--- config.mk ---
export PLATFORM = sky130hd
export DESIGN_NAME = burst_sequencer
export DESIGN_NICKNAME = d
export VERILOG_FILES = /design/src/rtl/burst_pkg.sv /design/src/rtl/burst_sequencer_adder.sv /design/src/rtl/burst_sequencer.sv
export SDC_FILE = /design/constraint.sdc
export NUM_CORES = 1
export LEC_CHECK = 0
export CAP_MARGIN = 5
export CORE_MARGIN = 5
export CORE_UTILIZATION = 53
export DETAILED_ROUTE_END_ITERATION = 8
export PLACE_DENSITY_LB_ADDON = 0.2
export SETUP_SLACK_MARGIN = 0.2
export SYNTH_ARGS = -nofsm -noshare
export SYNTH_HDL_FRONTEND = slang
export SYNTH_SLANG_ARGS = --single-unit
--- constraint.sdc ---
create_clock -name clk -period 5.5 [get_ports clk]
set_input_delay 1.65 -clock clk [delete_from_list [all_inputs] [get_ports clk]]
set_output_delay 1.65 -clock clk [all_outputs]
set_load 0.1 [all_outputs]
--- src/rtl/burst_pkg.sv ---
// ---------------------------------------------------------------------------
// burst_pkg
//
// Shared definitions for the MRAM burst path. Holds the sequencer state
// encoding and the default address/counter widths, so the command
// front-end and the burst sequencer agree on sizes without repeating them.
//
// Contents:
//   DEFAULT_ADDR_WIDTH    - default width of base and beat addresses
//   DEFAULT_COUNTER_WIDTH - default width of burst length and beat counter
//   state_t               - burst sequencer states IDLE/CALC/ISSUE/DONE
// ---------------------------------------------------------------------------
package burst_pkg;

  localparam int DEFAULT_ADDR_WIDTH    = 20;
  localparam int DEFAULT_COUNTER_WIDTH = 4;

  // CALC gives the Adder one cycle to register the next beat address,
  // ISSUE holds that address until memory accepts it.
  typedef enum logic [1:0] {
    IDLE  = 2'd0,
    CALC  = 2'd1,
    ISSUE = 2'd2,
    DONE  = 2'd3
  } state_t;

endpackage : burst_pkg

--- src/rtl/burst_sequencer_adder.sv ---
// ---------------------------------------------------------------------------
// Adder
//
// Registered address adder: on a cycle with en=1 it stores
// initial_addr + counter (counter zero-extended, sum truncated so it wraps
// modulo 2^ADDR_WIDTH). The stored value is held while en=0.
//
// Ports:
//   clk          in   clock, all logic on posedge
//   rst          in   synchronous active-high reset, clears the register
//   en           in   load enable
//   initial_addr in   base address (ADDR_WIDTH)
//   counter      in   beat offset (COUNTER_WIDTH)
//   sum          out  registered address (ADDR_WIDTH)
// ---------------------------------------------------------------------------
module Adder
  import burst_pkg::*;
#(
  parameter int ADDR_WIDTH    = DEFAULT_ADDR_WIDTH,
  parameter int COUNTER_WIDTH = DEFAULT_COUNTER_WIDTH
) (
  input  logic                     clk,
  input  logic                     rst,
  input  logic                     en,
  input  logic [ADDR_WIDTH-1:0]    initial_addr,
  input  logic [COUNTER_WIDTH-1:0] counter,
  output logic [ADDR_WIDTH-1:0]    sum
);

  logic [ADDR_WIDTH-1:0] sum_q;
  logic [ADDR_WIDTH-1:0] sum_d;

  // Next sum: the counter is zero-extended and any carry out of the top
  // bit is dropped, so addresses wrap around the top of the address space.
  always_comb begin
    sum_d = sum_q;
    if (en) begin
      sum_d = initial_addr + ADDR_WIDTH'(counter);
    end
  end

  // Address register; reset has priority over a load.
  always_ff @(posedge clk) begin
    if (rst) begin
      sum_q <= '0;
    end else begin
      sum_q <= sum_d;
    end
  end

  assign sum = sum_q;

endmodule : Adder

--- src/rtl/burst_sequencer.sv ---
// ---------------------------------------------------------------------------
// burst_sequencer
//
// Runs one address burst toward the MRAM access logic. A start in IDLE
// latches the base address and length; the sequencer then alternates
// CALC (Adder registers base + beat index) and ISSUE (address presented
// with addr_valid until mem_ready) until the last beat is accepted, then
// pulses done for one cycle. Abort or reset return it to IDLE.
//
// Ports:
//   clk         in   clock, all logic on posedge
//   rst         in   synchronous active-high reset
//   start       in   request a burst, sampled only in IDLE
//   start_addr  in   base address, latched with start (ADDR_WIDTH)
//   burst_len   in   beats minus one, latched with start (COUNTER_WIDTH)
//   abort       in   end the current burst, no done pulse
//   mem_ready   in   memory accepts the current beat
//   addr_valid  out  burst_addr holds a valid beat address
//   burst_addr  out  current beat address (ADDR_WIDTH)
//   beat_cnt    out  index of the current beat (COUNTER_WIDTH)
//   busy        out  high in CALC and ISSUE
//   done        out  one-cycle pulse after the last beat is accepted
// ---------------------------------------------------------------------------
module burst_sequencer
  import burst_pkg::*;
#(
  parameter int ADDR_WIDTH    = DEFAULT_ADDR_WIDTH,
  parameter int COUNTER_WIDTH = DEFAULT_COUNTER_WIDTH
) (
  input  logic                     clk,
  input  logic                     rst,
  input  logic                     start,
  input  logic [ADDR_WIDTH-1:0]    start_addr,
  input  logic [COUNTER_WIDTH-1:0] burst_len,
  input  logic                     abort,
  input  logic                     mem_ready,
  output logic                     addr_valid,
  output logic [ADDR_WIDTH-1:0]    burst_addr,
  output logic [COUNTER_WIDTH-1:0] beat_cnt,
  output logic                     busy,
  output logic                     done
);

  state_t                   state_q, state_d;
  logic [ADDR_WIDTH-1:0]    base_q, base_d;
  logic [COUNTER_WIDTH-1:0] len_q, len_d;
  logic [COUNTER_WIDTH-1:0] cnt_q, cnt_d;
  logic                     lastBeat;
  logic                     adderEn;

  // The burst is complete once the beat whose index equals the latched
  // length is accepted; the counter therefore never has to wrap.
  assign lastBeat = (cnt_q == len_q);

  // Next-state logic. Base and length only change on an accepted start in
  // IDLE, so a start seen later in the burst cannot disturb it. An abort in
  // ISSUE takes priority over mem_ready: the beat counts as accepted by
  // memory, but the counter is not advanced since nothing more is issued.
  always_comb begin
    state_d = state_q;
    base_d  = base_q;
    len_d   = len_q;
    cnt_d   = cnt_q;
    case (state_q)
      IDLE: begin
        if (start && !abort) begin
          base_d  = start_addr;
          len_d   = burst_len;
          cnt_d   = '0;
          state_d = CALC;
        end
      end
      CALC: begin
        state_d = abort ? IDLE : ISSUE;
      end
      ISSUE: begin
        if (abort) begin
          state_d = IDLE;
        end else if (mem_ready) begin
          if (lastBeat) begin
            state_d = DONE;
          end else begin
            cnt_d   = cnt_q + COUNTER_WIDTH'(1);
            state_d = CALC;
          end
        end
      end
      DONE: begin
        state_d = IDLE;
      end
      default: begin
        state_d = IDLE;
      end
    endcase
  end

  // State, latched burst parameters and beat counter. Reset wins at any
  // point in the burst and clears everything back to IDLE.
  always_ff @(posedge clk) begin
    if (rst) begin
      state_q <= IDLE;
      base_q  <= '0;
      len_q   <= '0;
      cnt_q   <= '0;
    end else begin
      state_q <= state_d;
      base_q  <= base_d;
      len_q   <= len_d;
      cnt_q   <= cnt_d;
    end
  end

  // The Adder loads only in CALC, which is why burst_addr stays frozen
  // through ISSUE and keeps its last value after the burst ends.
  assign adderEn = (state_q == CALC);

  Adder #(
    .ADDR_WIDTH    (ADDR_WIDTH),
    .COUNTER_WIDTH (COUNTER_WIDTH)
  ) u_adder (
    .clk          (clk),
    .rst          (rst),
    .en           (adderEn),
    .initial_addr (base_q),
    .counter      (cnt_q),
    .sum          (burst_addr)
  );

  // All status outputs decode straight from the registered state, so
  // addr_valid and done can never be high together.
  assign addr_valid = (state_q == ISSUE);
  assign busy       = (state_q == CALC) || (state_q == ISSUE);
  assign done       = (state_q == DONE);
  assign beat_cnt   = cnt_q;

endmodule : burst_sequencer

==> qor.yml <==
finalCritPeriodShare_pct: 72.0
cp-start-kind: "flop"
synth-edff-count: 0
crit_path_max_fanout: 10
drt-initial-drc-count: 181
drv_cap: 0
rsz0062_at_grt: "no"
timing.setup.tns_ps: 0
die-area_um2: 6000
multi_input_comb_area_um2: 1320
postPlaceCellArea_um2: 2970
cp_slowest_cell: "clkdlybuf4s50_1"
skew_ps: 5.40
path_cells: "inv_1 -> ha_1 -> clkdlybuf4s50_1"
fillers: 373
cts_resized: 0
leakage_nw: 1.13
status: "completed"
synth.distinct_cells: 38
synth_ff_type: "dfxtp_1"
die_h_um: 77.4
ios: 56
drc: 0
p_int_w: 0.000665
pwr-share-seq_pct: 40.7
num_vias: 2177
htreeDepth: 2
syn_nets: 334
max-vdd-ir-drop_uv: 169
yosysTopAreaCell: "dfxtp_1"
cts_tree: "done"
period_needed_ps: 3960
viasPerCell: 5.53
yosys_register_bits: 50
port_buffers: 55
ys_async_sr_fraction_pct: 0
swShare_pct: 33.5
synth.avg_cell_area_um2: 8.20
holdBufCountCts: 0
power_density_nw_per_um2: 322
required_ps: 3850
grt_remaining_overflow: 0
grt_pass1_vias: 2070
p_total_w: 0.00100
core_area_um2: 4380
fin_nets: 381
wire_per_inst_um: 13.7
cts-root-buf: "clkbuf_8"
cp-end-kind: "output pin"
ant_nets: 0
drt_wl_total_um: 5400
start_util_pct: 55.0
firstDrtPassIters: 4
clk_path_buf_depth: 2
layout.area.seq_um2: 1000
worst_hold_path_type: "flop to flop"
p_clk_share_pct: 30.8
drv_slew: 0
finalSetupViolCount: 0
post_cts_buffers: 0
grt_max_degree: 53
syn_inst: 294
die_w_um: 77.4
final_core_util_pct: 70.9
grt_pass1_wl_um: 9180
final_common_cell: "nand2_1"
clock_sinks: 50
setup.worst_path.class: "flop to output pin"
hold-worst-slack_ps: 463
numCtsBuffers: 5
maxSlewHeadroom_pct: 35.0
dp_hpwl_um: 3710
worst_skew_pair.late_latency_ps: 290
layout-drive-gt1-share_pct: 4.09
synth_top_area_share_pct: 41.5
areaGrowthSynthToFinish_pct: 29.0
path_clk_slew_ps: 90
yosys_warnings: 0
syn_area_um2: 2410
power.switching_w: 0.000335
ys_seq_area_share_pct: 41.5
grt_usage_pct: 18.0
finalInstanceArea_um2: 3110
fmax_mhz: 253
row_count: 24
synth.area.top_cells: "dfxtp_1 (42%), nand2_1 (8.7%), a21oi_1 (6.9%)"
critPathMaxStageDelay_ps: 1200
antenna_found_initial: 0
cp.arrival_ps: 2310
finalHoldViolations: 0
final_cell_mix: "nand2_1 (56), clkdlybuf4s50_1 (54), dfxtp_1 (50)"
diodes: 0
gp_congestion: 0.756
combPwrFrac_pct: 28.5
worst_slew_pin_slew_ps: 973
state kept, by name, summed over array words and instances (netlist names):
| signal | count |
|---|---|
| base_q | 20 |
| beat_cnt | 4 |
| len_q | 4 |
| state_q | 2 |
| u_adder.sum | 20 |
logic make-up (layout without fill, tap and decap cells):
kind of cell             count (synthesis)  count (layout)  synth area share, %
AO/OA/AOI/OAI                           64              64                 16.8
XOR/XNOR                                18              18                 6.54
adder cells (fa/ha/maj)                 11              11                 6.02
buffers and inverters                   24              72                 3.84
flip-flops                              50              50                 41.5
multiplexers                             5               5                 2.08
AND/OR/NAND/NOR                        122             122                 23.2
metrics by stage:
| stage | instances | worst slack, ps |
|---|---|---|
| 3_5_place_dp | 386 | 1880 |
| 3_3_place_gp | 386 | 1920 |
| 6_report | 394 | 1540 |
| 4_1_cts | 394 | 1540 |
| 5_1_grt | 394 | 1440 |
| 2_1_floorplan | 294 | 2580 |
synthesized netlist by cell type (2+ instances only):
cell type  instances
buf_1              3
nand4_1            4
xnor2_1           12
and4b_1            2
nand2_1           56
clkbuf_1          11
dfxtp_1           50
and3_1             5
a211oi_1          17
o32ai_1            2
xor2_1             6
nor3_1             6
nor2b_1            5
nand3_1            7
o21ai_0            3
and2_1             2
nor2_1            25
or3_1              2
inv_1              8
mux2i_1            5
nand2b_1           5
ha_1              10
a21oi_1           33
power by group through the flow:
stage	registers, W	logic, W	clock network, W
floorplan	0.000531	0.0000975	0
global placement	0.000415	0.000282	0
detailed placement	0.000416	0.000284	0
CTS	0.000408	0.000285	0.000314
global route	0.000412	0.000302	0.000327
finish	0.000408	0.000285	0.000308
worst max-delay path: cells and delay by family, from the launching register on:
kind	cells	cell delay [ps]
flops	1	340
buf+inv	2	1320
fa+ha+maj	1	350
cell type report:
type | count | area share (%)
Clock inverter | 2 | 1.93
Clock buffer | 6 | 2.66
Sequential cell | 50 | 32.2
Multi-Input combinational cell | 220 | 42.4
Inverter | 8 | 0.966
Timing Repair Buffer | 56 | 17.8
Tap cell | 52 | 2.09
worst paths after layout:
| check | cells past startpoint | start | slack (ps) | to |
|---|---|---|---|---|
| worst max-delay path | 3 | state_q[0] | 1540 | addr_valid |
| worst min-delay path | 2 | base_q[2] | 460 | base_q[2] |
| worst max register to register | 8 | beat_cnt[0] | 2840 | u_adder.sum[10] |
| worst min register to register | 2 | base_q[2] | 460 | base_q[2] |
layer usage:
metal	track usage (%)	wire [um]
met2	31.8	2680
met3	3.36	281
met1	22.3	2380
met5	0	0
met4	4.98	65
Note: power is estimated with default switching activity, not from simulation.
